<file path="src/rtl/combo_pkg.sv">
// ============================================================================
//  Module      : combo_pkg
//  Description : Shared types and constants for the combination-lock sender:
//                FSM state encoding, digit geometry and BCD helpers.
//  Revision    : 1.0 - initial release
// ============================================================================
`default_nettype none

package combo_pkg;

    typedef enum logic [2:0] {
        IDLE  = 3'd0,
        RST   = 3'd1,
        SEND  = 3'd2,
        CHECK = 3'd3,
        INCR  = 3'd4,
        DONE  = 3'd5
    } state_t;

    localparam int          NUM_DIGITS = 6;
    localparam logic [3:0]  DIGIT_MAX  = 4'd9;
    localparam logic [2:0]  LAST_IDX   = 3'(NUM_DIGITS - 1);

    // Code the lock under test opens on; handy for benches and demos.
    localparam logic [23:0] LOCK_CODE  = 24'h722297;

    // True when every nibble of a code is a legal BCD digit.
    function automatic logic bcd_valid(input logic [23:0] code);
        logic ok;
        ok = 1'b1;
        for (int i = 0; i < NUM_DIGITS; i++) begin
            if (code[4*i +: 4] > DIGIT_MAX) begin
                ok = 1'b0;
            end
        end
        return ok;
    endfunction

    // Digit at send position idx; position 0 is digit 1 in [23:20].
    function automatic logic [3:0] digit_at(input logic [23:0] code,
                                            input logic [2:0]  idx);
        logic [3:0] d;
        case (idx)
            3'd0:    d = code[23:20];
            3'd1:    d = code[19:16];
            3'd2:    d = code[15:12];
            3'd3:    d = code[11:8];
            3'd4:    d = code[7:4];
            3'd5:    d = code[3:0];
            default: d = 4'd0;
        endcase
        return d;
    endfunction

endpackage : combo_pkg

`default_nettype wire

</file>
<file path="src/rtl/bcd_incr6.sv">
// ============================================================================
//  Module      : bcd_incr6
//  Description : Combinational six-digit BCD increment. Digit 6 ([3:0]) is the
//                least significant; carry ripples toward digit 1 ([23:20]).
//                999999 wraps to 000000 with carry_out set.
//  Revision    : 1.0 - initial release
// ============================================================================
`default_nettype none

module bcd_incr6
    import combo_pkg::*;
(
    input  logic [23:0] value,
    output logic [23:0] result,
    output logic        carry_out
);

    // carry[i] is the carry into digit position i counted from the LSB.
    logic [NUM_DIGITS:0] carry;

    assign carry[0] = 1'b1;

    for (genvar i = 0; i < NUM_DIGITS; i++) begin : g_digit
        logic [3:0] d;
        logic       wrap;

        assign d    = value[4*i +: 4];
        assign wrap = (d == DIGIT_MAX);

        assign result[4*i +: 4] = carry[i] ? (wrap ? 4'd0 : d + 4'd1) : d;
        assign carry[i+1]       = carry[i] & wrap;
    end

    assign carry_out = carry[NUM_DIGITS];

endmodule : bcd_incr6

`default_nettype wire

</file>
<file path="src/rtl/combo_sender.sv">
// ============================================================================
//  Module      : combo_sender
//  Description : Presents a six-digit BCD code to a combination lock one digit
//                per cycle, checks the lock's OPEn indication, and optionally
//                brute-forces upward from the loaded code until it opens or
//                the code wraps past 999999.
//  Revision    : 1.0 - initial release
// ============================================================================
`default_nettype none

module combo_sender
    import combo_pkg::*;
(
    input  logic        clk,
    input  logic        rst,
    input  logic [23:0] code_in,
    input  logic        load,
    input  logic        start,
    input  logic        sweep,
    input  logic        lock_open,
    output logic [3:0]  digit_out,
    output logic        lock_rst,
    output logic [23:0] code_out,
    output logic        busy,
    output logic        done,
    output logic        found,
    output logic        load_err
);

    state_t      state;
    state_t      next_state;

    logic [23:0] code;
    logic [2:0]  idx;
    logic        sweep_mode;

    logic [23:0] code_plus1;
    logic        code_carry;
    logic        code_in_ok;

    // Strobes from the control process to the datapath registers.
    logic        load_req;
    logic        run_req;
    logic        idx_clr;
    logic        idx_inc;
    logic        do_incr;
    logic        set_found;
    logic        clr_found;

    assign code_in_ok = bcd_valid(code_in);
    assign code_out   = code;

    bcd_incr6 u_incr (
        .value     (code),
        .result    (code_plus1),
        .carry_out (code_carry)
    );

    // State register; reset overrides everything and lands in IDLE.
    always_ff @(posedge clk) begin
        if (rst) begin
            state <= IDLE;
        end else begin
            state <= next_state;
        end
    end

    // Next-state logic plus Moore outputs decoded from state and registers only.
    always_comb begin
        next_state = state;
        digit_out  = 4'd0;
        lock_rst   = 1'b0;
        busy       = 1'b0;
        done       = 1'b0;
        load_req   = 1'b0;
        run_req    = 1'b0;
        idx_clr    = 1'b0;
        idx_inc    = 1'b0;
        do_incr    = 1'b0;
        set_found  = 1'b0;
        clr_found  = 1'b0;

        case (state)
            IDLE: begin
                lock_rst = 1'b1;
                // load has priority; a simultaneous start is dropped.
                if (load) begin
                    load_req = 1'b1;
                end else if (start) begin
                    run_req    = 1'b1;
                    idx_clr    = 1'b1;
                    clr_found  = 1'b1;
                    next_state = SEND;
                end
            end

            RST: begin
                lock_rst   = 1'b1;
                busy       = 1'b1;
                idx_clr    = 1'b1;
                next_state = SEND;
            end

            SEND: begin
                busy      = 1'b1;
                digit_out = digit_at(code, idx);
                if (idx == LAST_IDX) begin
                    idx_clr    = 1'b1;
                    next_state = CHECK;
                end else begin
                    idx_inc = 1'b1;
                end
            end

            CHECK: begin
                busy = 1'b1;
                if (lock_open) begin
                    set_found  = 1'b1;
                    next_state = DONE;
                end else if (!sweep_mode) begin
                    next_state = DONE;
                end else begin
                    next_state = INCR;
                end
            end

            INCR: begin
                // Holding the lock in reset here clears its digit history
                // before the next attempt starts.
                lock_rst = 1'b1;
                busy     = 1'b1;
                do_incr  = 1'b1;
                idx_clr  = 1'b1;
                if (code_carry) begin
                    next_state = DONE;
                end else begin
                    next_state = SEND;
                end
            end

            DONE: begin
                // lock_rst stays low so the lock keeps showing its verdict.
                done = 1'b1;
                if (load) begin
                    load_req   = 1'b1;
                    clr_found  = 1'b1;
                    next_state = IDLE;
                end else if (start) begin
                    run_req    = 1'b1;
                    clr_found  = 1'b1;
                    next_state = RST;
                end
            end

            default: begin
                lock_rst   = 1'b1;
                next_state = IDLE;
            end
        endcase
    end

    // Datapath registers: code, digit index, mode and status flags.
    always_ff @(posedge clk) begin
        if (rst) begin
            code       <= 24'h000000;
            idx        <= 3'd0;
            sweep_mode <= 1'b0;
            found      <= 1'b0;
            load_err   <= 1'b0;
        end else begin
            if (load_req) begin
                if (code_in_ok) begin
                    code     <= code_in;
                    load_err <= 1'b0;
                end else begin
                    load_err <= 1'b1;
                end
            end else if (do_incr) begin
                code <= code_plus1;
            end

            if (run_req) begin
                sweep_mode <= sweep;
            end

            if (idx_clr) begin
                idx <= 3'd0;
            end else if (idx_inc) begin
                idx <= idx + 3'd1;
            end

            if (set_found) begin
                found <= 1'b1;
            end else if (clr_found) begin
                found <= 1'b0;
            end
        end
    end

endmodule : combo_sender

`default_nettype wire

</file>
<file path="config.mk">
export PLATFORM = sky130hd
export DESIGN_NAME = combo_sender
export DESIGN_NICKNAME = d
export VERILOG_FILES = /design/src/rtl/combo_pkg.sv /design/src/rtl/bcd_incr6.sv /design/src/rtl/combo_sender.sv
export SDC_FILE = /design/constraint.sdc
export NUM_CORES = 1
export LEC_CHECK = 0
export ABC_AREA = 1
export CORE_MARGIN = 10
export CORE_UTILIZATION = 55
export CTS_CLUSTER_DIAMETER = 30
export DETAILED_ROUTE_END_ITERATION = 7
export PLACE_DENSITY_LB_ADDON = 0.05
export SYNTH_ARGS = -nofsm -noshare
export SYNTH_HDL_FRONTEND = slang
export SYNTH_HIERARCHICAL = 1
export SYNTH_SLANG_ARGS = --single-unit
</file>
<file path="constraint.sdc">
create_clock -name clk -period 2.6 [get_ports clk]
set_input_delay 0.39 -clock clk [delete_from_list [all_inputs] [get_ports clk]]
set_output_delay 0.39 -clock clk [all_outputs]
set_load 0.1 [all_outputs]
</file>
# Word level (Yosys, flattened, before mapping)
# Cells that the tools add are included.
# word_totals
reg_bits,33
out_inout_bits,33
word_cells,122
# op_classes
add_sub_neg,7
n_lt_le_gt_ge,6
n_eq_ne,21
mux,51
bitwise,5
reduce_logical,21
# op_table
op,n
2-to-1 mux 24 bit,3
2-to-1 mux 4 bit,12
2-to-1 mux 1 bit,26
adder 4 x 1 -> 4 bit (second input constant),6
equality test 4 bit (second input constant),6
greater-than comparator 4 bit (second input constant),6
case mux 4 bit (6 select lines),1
2-to-1 mux 3 bit,6
case mux 3 bit (6 select lines),1
AND reduction 3 bit,5
nonzero test 2 bit,7
equality test 3 x 2 -> 1 bit (second input constant),4
equality test 3 bit (second input constant),4
!= test 2 bit (second input constant),4
equality test 3 x 1 -> 1 bit (second input constant),2
logical NOT 3 bit,2
OR reduction 2 bit,3
bitwise AND 1 bit,5
AND reduction 4 bit,1
OR reduction 4 bit,1
adder 3 x 1 -> 3 bit (second input constant),1
!= test 3 bit (second input constant),1
case mux 1 bit (3 select lines),1
OR reduction 3 bit,1
2 further kinds,2

# Longest topological paths before layout
# depth
word_depth,9
mapped_depth,12
ltp_nobuf,12

# By module
# The synthesis kept the hierarchy.
# by_module_without_submodules
module,instances,cells_each,area_each_um2
combo_sender,1,351,2097.0
bcd_incr6,1,142,671.9

# Worst setup path after synthesis
# No wires, ideal clock.
# synth_timing
path_kind,register -> output
from,reg code[0] (netlist: code_out[0])
to,out digit_out[0]
arrival_time_ns,2.880
required_ns,2.210
slack_ns,-0.670
path_stages_with_launch,5
cell_sequence,dfxtp_1 -> inv_1 -> o22ai_1 -> nor2_1 -> a31oi_1
# synth_via
elab_chain_cells,2
# synth_lines
element,line,rtl
from (decl),combo_sender.sv:33,logic [23:0] code;
from (signal assigned),combo_sender.sv:173,code <= code_in;
from (signal assigned),combo_sender.sv:179,code <= code_plus1;
case mux 4 bit (6 select lines),combo_pkg.sv:43,case (idx)
2-to-1 mux 4 bit,combo_sender.sv:83,case (state)
to (decl),combo_sender.sv:21,"output logic [3:0] digit_out,"
# No other way between the ends.

# Worst setup path after layout
# layout_timing
from,reg idx[2]
to,out digit_out[1]
# layout_via
elab_chain_cells,3
elab_cells_between_ends,8
# layout_lines
element,line,rtl
from (decl),combo_sender.sv:34,logic [2:0] idx;
from (signal assigned),combo_sender.sv:189,idx <= idx + 3'd1;
"equality test 3 bit, or another cell as far along",combo_pkg.sv:43,
case mux 4 bit (6 select lines) (*),combo_pkg.sv:43,
2-to-1 mux 4 bit (*),combo_sender.sv:83,
# Every way passes the cells marked *; elsewhere a longest branch is shown, timed or not.

==> flow_summary.ini <==
[run_status]
run_status = complete, no violations

[sta]
worst_pin_slew_ps = 488
timing.final.hold_violations = 0
fin_crit_sh_pct = 90.5
post-route-min-period_ps = 2350
relSlewSlack_pct = 67.1
final.setup.tns_ps = 0
report.final.slew_viol_count = 0
setup_repair_after_global_routing_missed_its_margin = false
finalSetupViolCount = 0
final_critical_path_setup_slack_ps = 247
fmax_ghz = 0.425
fin_worst_skew_ps = 3.93

[grt]
grt_pass1_vias = 3031
grtUsageMet3_pct = 5.02
grt.busiest_layer = met2
grt_start_max_net_pins = 50
grt_use_total_pct = 19.2
gr_met1_demand_resource_pct = 22.7
globalRouteMet2Util_pct = 33.2
grt_antenna_before_repair = 0
wire_length_of_the_first_global_routing_pass_mm = 13.8
grt_overflow = 0

[floorplan]
floorplan.die.width_um = 91.0
die_y_um = 91.0
area_enclosed_by_the_die_boundary_um2 = 8270
pin_count = 63
placeableCoreArea_um2 = 4790
start_util_pct = 57.9
fp-row-count = 25

[yosys]
ys_warnings = 6
synth_fp_nets = 528
netlist.top_cell.by_area = dfxtp_1
mean_instance_size_in_the_synthesized_netlist_um2 = 5.62
syn_inst = 493
synth_largest_type_area_fraction_pct = 23.9
synth.top_cells.by_area = dfxtp_1 (24%), nand2_1 (20%), inv_1 (10%)
ys_types = 34
netlist_area_um2 = 2770
synth_seq_cells = 33
synth_seq_area_share_pct = 23.9

[detailed_routing]
route.detailed.wl_per_inst_um = 13.2
drtPass1Iterations = 6
viasPerCell = 5.32
via_count = 3289
drt-total-wl_mm = 8.17
drc = 0
ant_nets = 0
detailedRoute.firstIterationViolations = 237

[setup_path]
arrival_ps = 1960
timing_worst_setup_path_type = flop to output pin
r2r_start = code_out[0]
timing.critical_path.fanout_max = 10
reg2reg_to = state[0]
r2r_cells = 9
cp-start-kind = flop
reg2reg_setup_slack_ps = 620
setup.worst_path.end_class = output pin
timing.critical_path.required_ps = 2210

[clock_network]
tritoncts = built
post_cts_resized = 0
cts.hold.buffers_added = 0
cts_sinks = 33
insertion_delay_ps = 290
cts_post_setup_buffers_inserted = 0
clk_pin_slew_worst_paths_ps = 70
htree_levels = 2
clockRootBuffer = clkbuf_8
maximum_count_of_clock_buffers_along_a_single_path = 2
tritoncts_buffers = 5

[cells_and_area]
seq_area_um2 = 661
flow.area_growth_from_synthesis_pct = 28.2
final_common_cell = nand2_1
multiInputGateArea_um2 = 1780
drive_gt1_share_pct = 12.2
n_antenna_cell = 0
nFillCells = 417
most-common-layout-cells = nand2_1 (149), inv_1 (74), nor2_1 (50), nand3_1 (50), buf_4 (35)
final_net_count = 585

[hold_path]
hold_worst_path_end = sweep_mode
worstHoldPathType = flop to flop
worst_hold_path.num_cells = 2
hold_start = sweep_mode

[power]
peakVddDrop_uv = 1050
power.density_cell_area_nw_per_um2 = 1260
leakage_nw = 1.65

[place]
globalplace.congestion = 0.883
dpl_worst_slack_ps = 411
place.port_buffers = 62
detailedPlacementHpwl_mm = 6.21

[flow_run]
max_cap_violations = 0
## layout make-up
class,count,area share (%)
Multi-Input combinational cell,364,50.1
Sequential cell,33,18.6
Timing Repair Buffer,69,18.4
Inverter,77,8.15
Tap cell,67,2.36
Clock buffer,6,2.05
Clock inverter,2,0.282
## critical path, cell delays in order, from the launching register on
cell and delay, ps:
dfxtp_1 400, clkinv_1 250, ha_1 280, inv_1 110, o22ai_1 90, nor2_1 210, a31oi_4 140, buf_12 190
## flip-flops by register name, summed over array words and instances, names as in the netlist
| name | cells |
|---|---|
| code_out | 24 |
| idx | 3 |
| state | 3 |
| found | 1 |
| load_err | 1 |
| sweep_mode | 1 |
## metal layers
metal | wire length (µm) | part of all wire, % | vias up
met5 | 0 | 0 | -
met4 | 184 | 2.3 | 0
met3 | 541 | 6.6 | 24
met2 | 3960 | 48 | 125
met1 | 3480 | 43 | 1460
li1 | - | - | 1680
## cell usage after synthesis
master      n
inv_2       1
clkinv_1    2
nand3_2     1
nand4_1     4
a21boi_2    1
xnor2_1     1
buf_6       2
nand2_2     2
xor2_1      5
nand3_4     1
nand3b_1    1
nor2_2      4
o21ai_0    26
nor2_4      2
buf_2       5
nor2_1     50
nand3_1    50
nor3_1      3
inv_1      74
o31ai_1     1
a22oi_1     1
ha_1        5
dfxtp_1    33
buf_4       2
nand2_1   149
o22ai_1     8
o211ai_1    1
a21boi_0    1
o21a_1      1
or2_2       4
a31oi_1     6
clkbuf_1   10
a21oi_1    34
o21ai_1     2
## power by group
| group | internal (mW) | total [mW] | switching, mW |
|---|---|---|---|
| clock | 0.186 | 0.380 | 0.195 |
| combinational | 0.833 | 3.15 | 2.32 |
| sequential | 0.685 | 0.950 | 0.265 |
## stage by stage
step                cell area, µm²  hold WS (ps)  power, mW  instances  util [%]
floorplan                     2830           423       3.40        493         -
detailed placement            3470           456       4.09        610      72.4
CTS                           3550           469       4.48        618      74.1
global route                  3550           497       4.81        618      74.1
global placement              3470           451       4.04        610      72.4
finish                        3550           467       4.48        618      74.1
## kinds of logic after synthesis
logic type | after synthesis | share of synthesized area [%]
buf+inv | 96 | 14.1
fa+ha+maj | 5 | 2.26
simple gates | 271 | 41.8
compound gates | 82 | 16.1
xor+xnor | 6 | 1.90
flops | 33 | 23.9
## worst max path at each step
stage               slack (ps)            to   startpoint
finish                     250  digit_out[1]       idx[2]
detailed placement         410   code_out[6]  code_in[10]
floorplan                  210  digit_out[0]  code_out[0]
CTS                        280  digit_out[1]       idx[2]
global placement           460  code_out[17]  code_in[10]
global route               130  digit_out[1]       idx[2]
(Power assumes the default switching activity.)
